**config.mk**
```make
export PLATFORM = sky130hd
export DESIGN_NAME = bcd_updown_counter_flat
export DESIGN_NICKNAME = d
export VERILOG_FILES = /design/src/rtl/bcd_updown_counter_if.sv /design/src/rtl/bcd_updown_counter.sv /design/src/flat_wrapper.sv
export SDC_FILE = /design/constraint.sdc
export NUM_CORES = 1
export LEC_CHECK = 0
export BUFFER_PORTS_ARGS = -buffer_cell sky130_fd_sc_hd__buf_2
export CORE_UTILIZATION = 51
export CTS_BUF_LIST = sky130_fd_sc_hd__clkbuf_4 sky130_fd_sc_hd__clkbuf_8
export DETAILED_ROUTE_END_ITERATION = 7
export HOLD_SLACK_MARGIN = 0.06
export PLACE_DENSITY = 0.83
export SYNTH_ARGS = -nofsm -noshare
export SYNTH_HDL_FRONTEND = slang
export SYNTH_SLANG_ARGS = --single-unit
```
**constraint.sdc**
```tcl
create_clock -name clk -period 1.9 [get_ports clk]
set_clock_uncertainty 0.1 [all_clocks]
set_input_delay 0.38 -clock clk [delete_from_list [all_inputs] [get_ports clk]]
set_output_delay 0.38 -clock clk [all_outputs]
set_load 0.01 [all_outputs]
```
**src/rtl/bcd_updown_counter_if.sv**
```systemverilog
// Request/status bundle for the N-digit BCD up/down counter.
// The master drives the requests and observes count and status. The slave is the counter.
interface bcd_updown_counter_if #(
  parameter int DIGITS = 4
);
  logic                  d_clr;
  logic                  d_load;
  logic [4*DIGITS-1:0]   load_val;
  logic                  d_inc;
  logic                  d_dec;
  logic [4*DIGITS-1:0]   count;
  logic                  ovf;
  logic                  unf;
  logic                  load_err;
  logic                  is_zero;

  modport master (
    output d_clr, d_load, load_val, d_inc, d_dec,
    input  count, ovf, unf, load_err, is_zero
  );

  modport slave (
    input  d_clr, d_load, load_val, d_inc, d_dec,
    output count, ovf, unf, load_err, is_zero
  );
endinterface

```
**src/rtl/bcd_updown_counter.sv**
```systemverilog
// DIGITS-wide packed-BCD up/down counter with validated parallel load,
// wrap-or-saturate range ends, and one-cycle overflow/underflow/load-error pulses.
module bcd_updown_counter #(
  parameter int DIGITS = 4,
  parameter bit WRAP   = 1'b1
) (
  input  logic                 clk,
  input  logic                 reset,
  bcd_updown_counter_if.slave  bus
);
  localparam int W = 4 * DIGITS;

  logic [W-1:0] count_q;
  logic [W-1:0] inc_val;
  logic [W-1:0] dec_val;
  logic         ovf_q;
  logic         unf_q;
  logic         load_err_q;
  logic         all_nine;
  logic         all_zero;
  logic         load_ok;
  logic [3:0]   digit;
  logic [3:0]   ld_digit;
  logic         inc_only;
  logic         dec_only;

  // The running all_nine/all_zero terms act as the carry/borrow into each digit.
  // After the loop they report whether the whole count is at a range end.
  always_comb begin
    // NOTE: Every variable gets a default before the loop so that no path leaves it unassigned, which would infer a latch.
    inc_val  = '0;
    dec_val  = '0;
    all_nine = 1'b1;
    all_zero = 1'b1;
    load_ok  = 1'b1;
    digit    = '0;
    ld_digit = '0;
    // NOTE: Blocking assignments are deliberate here. Each loop iteration reads the carry/borrow written by the iteration before it.
    for (int i = 0; i < DIGITS; i++) begin
      digit    = count_q[4*i +: 4];
      ld_digit = bus.load_val[4*i +: 4];
      if (all_nine) inc_val[4*i +: 4] = (digit == 4'd9) ? 4'd0 : digit + 4'd1;
      else          inc_val[4*i +: 4] = digit;
      if (all_zero) dec_val[4*i +: 4] = (digit == 4'd0) ? 4'd9 : digit - 4'd1;
      else          dec_val[4*i +: 4] = digit;
      all_nine = all_nine & (digit == 4'd9);
      all_zero = all_zero & (digit == 4'd0);
      if (ld_digit > 4'd9) load_ok = 1'b0;
    end
  end

  assign inc_only = bus.d_inc & ~bus.d_dec;
  assign dec_only = bus.d_dec & ~bus.d_inc;

  // NOTE: Registered state uses non-blocking assignments. Every flop then samples the values from before the edge.
  always_ff @(posedge clk or posedge reset) begin
    if (reset) begin
      count_q    <= '0;
      ovf_q      <= 1'b0;
      unf_q      <= 1'b0;
      load_err_q <= 1'b0;
    end else begin
      ovf_q      <= 1'b0;
      unf_q      <= 1'b0;
      load_err_q <= 1'b0;
      if (bus.d_clr) begin
        count_q <= '0;
      end else if (bus.d_load) begin
        if (load_ok) count_q    <= bus.load_val;
        else         load_err_q <= 1'b1;
      end else if (inc_only) begin
        ovf_q <= all_nine;
        // inc_val is already all-zero at the top end, so wrapping needs no special case.
        if (!all_nine || WRAP) count_q <= inc_val;
      end else if (dec_only) begin
        unf_q <= all_zero;
        if (!all_zero || WRAP) count_q <= dec_val;
      end
    end
  end

  assign bus.count    = count_q;
  assign bus.ovf      = ovf_q;
  assign bus.unf      = unf_q;
  assign bus.load_err = load_err_q;
  assign bus.is_zero  = ~|count_q;
endmodule

```
**src/flat_wrapper.sv**
```systemverilog
// flat-port wrapper written by rule: the top's interface ports become plain ports
module bcd_updown_counter_flat 
#(
  parameter int DIGITS = 4,
  parameter bit WRAP   = 1'b1
)
  (clk, reset, bus_d_clr, bus_d_load, bus_load_val, bus_d_inc, bus_d_dec, bus_count, bus_ovf, bus_unf, bus_load_err, bus_is_zero);
  bcd_updown_counter_if #(.DIGITS(DIGITS)) bus_i ();
  input  logic clk;
  input  logic reset;
  input wire logic [$bits(bus_i.d_clr)-1:0] bus_d_clr;
  input wire logic [$bits(bus_i.d_load)-1:0] bus_d_load;
  input wire logic [$bits(bus_i.load_val)-1:0] bus_load_val;
  input wire logic [$bits(bus_i.d_inc)-1:0] bus_d_inc;
  input wire logic [$bits(bus_i.d_dec)-1:0] bus_d_dec;
  output wire logic [$bits(bus_i.count)-1:0] bus_count;
  output wire logic [$bits(bus_i.ovf)-1:0] bus_ovf;
  output wire logic [$bits(bus_i.unf)-1:0] bus_unf;
  output wire logic [$bits(bus_i.load_err)-1:0] bus_load_err;
  output wire logic [$bits(bus_i.is_zero)-1:0] bus_is_zero;
  assign bus_i.d_clr = bus_d_clr;
  assign bus_i.d_load = bus_d_load;
  assign bus_i.load_val = bus_load_val;
  assign bus_i.d_inc = bus_d_inc;
  assign bus_i.d_dec = bus_d_dec;
  assign bus_count = bus_i.count;
  assign bus_ovf = bus_i.ovf;
  assign bus_unf = bus_i.unf;
  assign bus_load_err = bus_i.load_err;
  assign bus_is_zero = bus_i.is_zero;
  bcd_updown_counter #(.DIGITS(DIGITS), .WRAP(WRAP)) u_core (.clk(clk), .reset(reset), .bus(bus_i));
endmodule
```
==> impl_metrics.json <==
{
  "hold_depth": 4,
  "arrival_ns": 2.15,
  "violations": "setup timing",
  "io_buffers": 41,
  "hold_viol_final": 0,
  "syn_area_um2": 1900,
  "r2r-start": "u_core.bus.count[5]$_DFFE_PP0P_",
  "first_global_vias": 2099,
  "final-max-slew-violation-count": 0,
  "power_density_nw_per_um2": 748,
  "critPathKind": "reg -> reg",
  "synthFlopType": "dfrtp_1",
  "drt_first_iter_violations": 302,
  "post-route-period-util_pct": 110,
  "r2r_cells": 7,
  "area_delta_synth_final_pct": 47.4,
  "period_minus_slack_ns": 2.09,
  "grt_pass1_wl_mm": 9.87,
  "grt_max_degree": 20,
  "placed_area_um2": 2520,
  "cts.path.max_buffers": 2,
  "final_layout_size_suffix_gt1_share_pct": 47.2,
  "use_met2_pct": 53.2,
  "route.detailed.drc": 0,
  "min_from": "bus_load_val[3]",
  "postLayoutCellArea_um2": 2800,
  "cts.clk_slew.worst_paths_ns": 0.08,
  "worstMarginPinSlew_ns": 0.349,
  "cts_root_buffer": "clkbuf_8",
  "finalWorstSetupSlack_ns": -0.188,
  "ys_seq_area_share_pct": 25.0,
  "synthArstFlopShare_pct": 100,
  "ys_warn_count": 0,
  "crit_start": "u_core.bus.count[5]$_DFFE_PP0P_",
  "core_area_um2": 3440,
  "die_area_um2": 3970,
  "grt-busiest-layer": "met2",
  "place.gp.congestion": 0.890,
  "p_leak_nw": 1.32,
  "utilization_pct": 81.4,
  "worst_ep_required_time_ns": 1.96,
  "cts_buffers": 3,
  "synth.top_cell.area_share_pct": 25.0,
  "cap_violations": 0,
  "drt-total-wl_mm": 6.57,
  "final_cell_mix": "buf_4 (56), buf_2 (41), nand2_1 (22)",
  "layout.nets": 357,
  "status": "finished with violations",
  "setup_viol": 11,
  "yosys.area.top_type": "dfrtp_1",
  "via_per_inst": 6.17,
  "die_h_um": 63.0,
  "overflow": 0,
  "dr.pass1.iters": 6,
  "dieWidth_um": 63.0,
  "cts_max_level": 1,
  "fmax_mhz": 479,
  "hold_path_end": "u_core.bus.count[3]$_DFFE_PP0P_",
  "std_cell_rows": 21,
  "path_max_fanout": 3,
  "hold_class": "in -> reg",
  "synthesis.nets": 264,
  "r2r_slack_ns": -0.19,
  "clk_latency_ns": 0.27,
  "vias": 2257,
  "slew_headroom_pct": 76.7,
  "final_common_cell": "buf_4",
  "power_mw": 2.09,
  "hold_ws_ns": 0.345,
  "grt_usage_pct": 31.7,
  "syn_inst": 228,
  "cp-end-kind": "flip-flop",
  "met3_usage_pct": 2.92,
  "synth_cell_types": 59,
  "dp.final_hpwl_mm": 4.03,
  "initial_core_util_pct": 55.2,
  "wl_per_cell_um": 17.9,
  "worst_setup_path_start_kind": "flip-flop",
  "synth_edf_count": 0,
  "io_pins": 42,
  "grt_use_met1_pct": 40.4,
  "clock_sinks": 19,
  "grt_antenna_before_repair": 0,
  "drtAntennaViolNets": 0,
  "cts_tree": "built",
  "ys_seq_elements": 19,
  "synth_area_per_cell_um2": 8.33,
  "r2r_end": "u_core.bus.count[15]$_DFFE_PP0P_",
  "netlist_top_cells_area": "dfrtp_1 (25%), ha_1 (9.2%), nand2_1 (4.5%)",
  "rsz0062_at_grt": "true",
  "ir_drop_mv": 0.407,
  "antennaDiodeCount": 0
}
==> synthesized netlist by cell type, types with 3 or more instances <==
library cell	number
a21oi_1	14
a22o_1	5
a31oi_1	4
and3b_1	3
buf_2	3
clkbuf_1	8
dfrtp_1	19
ha_1	14
inv_1	16
mux2_2	5
mux2i_1	3
nand2_1	23
nand2b_1	9
nand3_1	7
nor2_1	12
nor2b_1	3
nor3_1	5
o21ai_0	15
o21bai_1	3
o31ai_1	7
xnor2_1	3
==> final cells by class <==
cell class / instances / area (µm²)
repair buffers: 103 / 701
clock buffers: 4 / 48.8
multi-input cells: 178 / 1450
well taps: 46 / 57.6
flip-flops and latches: 19 / 482
inverters: 16 / 62.6
fillers: 198 / 642
==> critical path, cell delays in order (launching register included) <==
cell and delay, ns:
dfrtp_2 0.43, inv_4 0.08, ha_4 0.14, nand2_2 0.07, or4_4 0.55, mux2i_4 0.19
o21bai_4 0.11, mux2_4 0.31
==> what timing repair did <==
action | 4_1_cts | 5_1_grt
hold buffers | 1 | 0
resized for setup | 18 | 14
pin swaps | 8 | 9
setup endpoints to repair | 11 | 15
setup buffers | 10 | 2
endpoints found under the hold margin | 19 | 0
==> worst max path at each step <==
stage / to
3_5_place_dp: u_core.bus.count[4]$_DFFE_PP0P_
4_1_cts: bus_is_zero
3_3_place_gp: u_core.bus.count[4]$_DFFE_PP0P_
6_report: u_core.bus.count[15]$_DFFE_PP0P_
2_1_floorplan: u_core.bus.count[14]$_DFFE_PP0P_
5_1_grt: bus_is_zero
==> cells by family (layout without fill, tap and decap cells) <==
| logic type | after synthesis | after routing | synth area share, % |
|---|---|---|---|
| flip-flops | 19 | 19 | 25.0 |
| AND/OR/NAND/NOR | 79 | 79 | 22.5 |
| buffers and inverters | 31 | 123 | 7.11 |
| AO/OA/AOI/OAI | 70 | 70 | 26.9 |
| multiplexers | 11 | 11 | 7.31 |
| XOR/XNOR | 4 | 4 | 1.84 |
| adder cells (fa/ha/maj) | 14 | 14 | 9.22 |
==> stage by stage <==
stage	std cells	TNS [ns]	setup WS, ns
detailed placement	350	-1.16	-0.184
finish	366	-1.11	-0.188
global route	366	-2.07	-0.228
floorplan	228	-0.484	-0.129
global placement	350	-0.893	-0.135
CTS	365	-0.664	-0.150
==> where the power goes <==
group	leakage, nW	internal [mW]	switching (mW)	total [mW]
clock	0.0262	0.165	0.168	0.332
combinational	1.05	0.622	0.602	1.22
sequential	0.242	0.465	0.0731	0.538
==> sequential cells by signal, summed over array words and instances, names as in the netlist <==
register	count
u_core.bus.unf	1
u_core.bus.count	16
u_core.bus.ovf	1
u_core.bus.load_err	1
==> metal layers <==
metal | routed length, µm | share of wire (%) | vias to the layer above
li1 | - | - | 1016
met1 | 2700 | 41 | 1038
met2 | 2950 | 45 | 158
met3 | 602 | 9.2 | 45
met4 | 311 | 4.7 | 0
met5 | 0 | 0 | -
No activity file was read; power rests on OpenSTA's default activity.
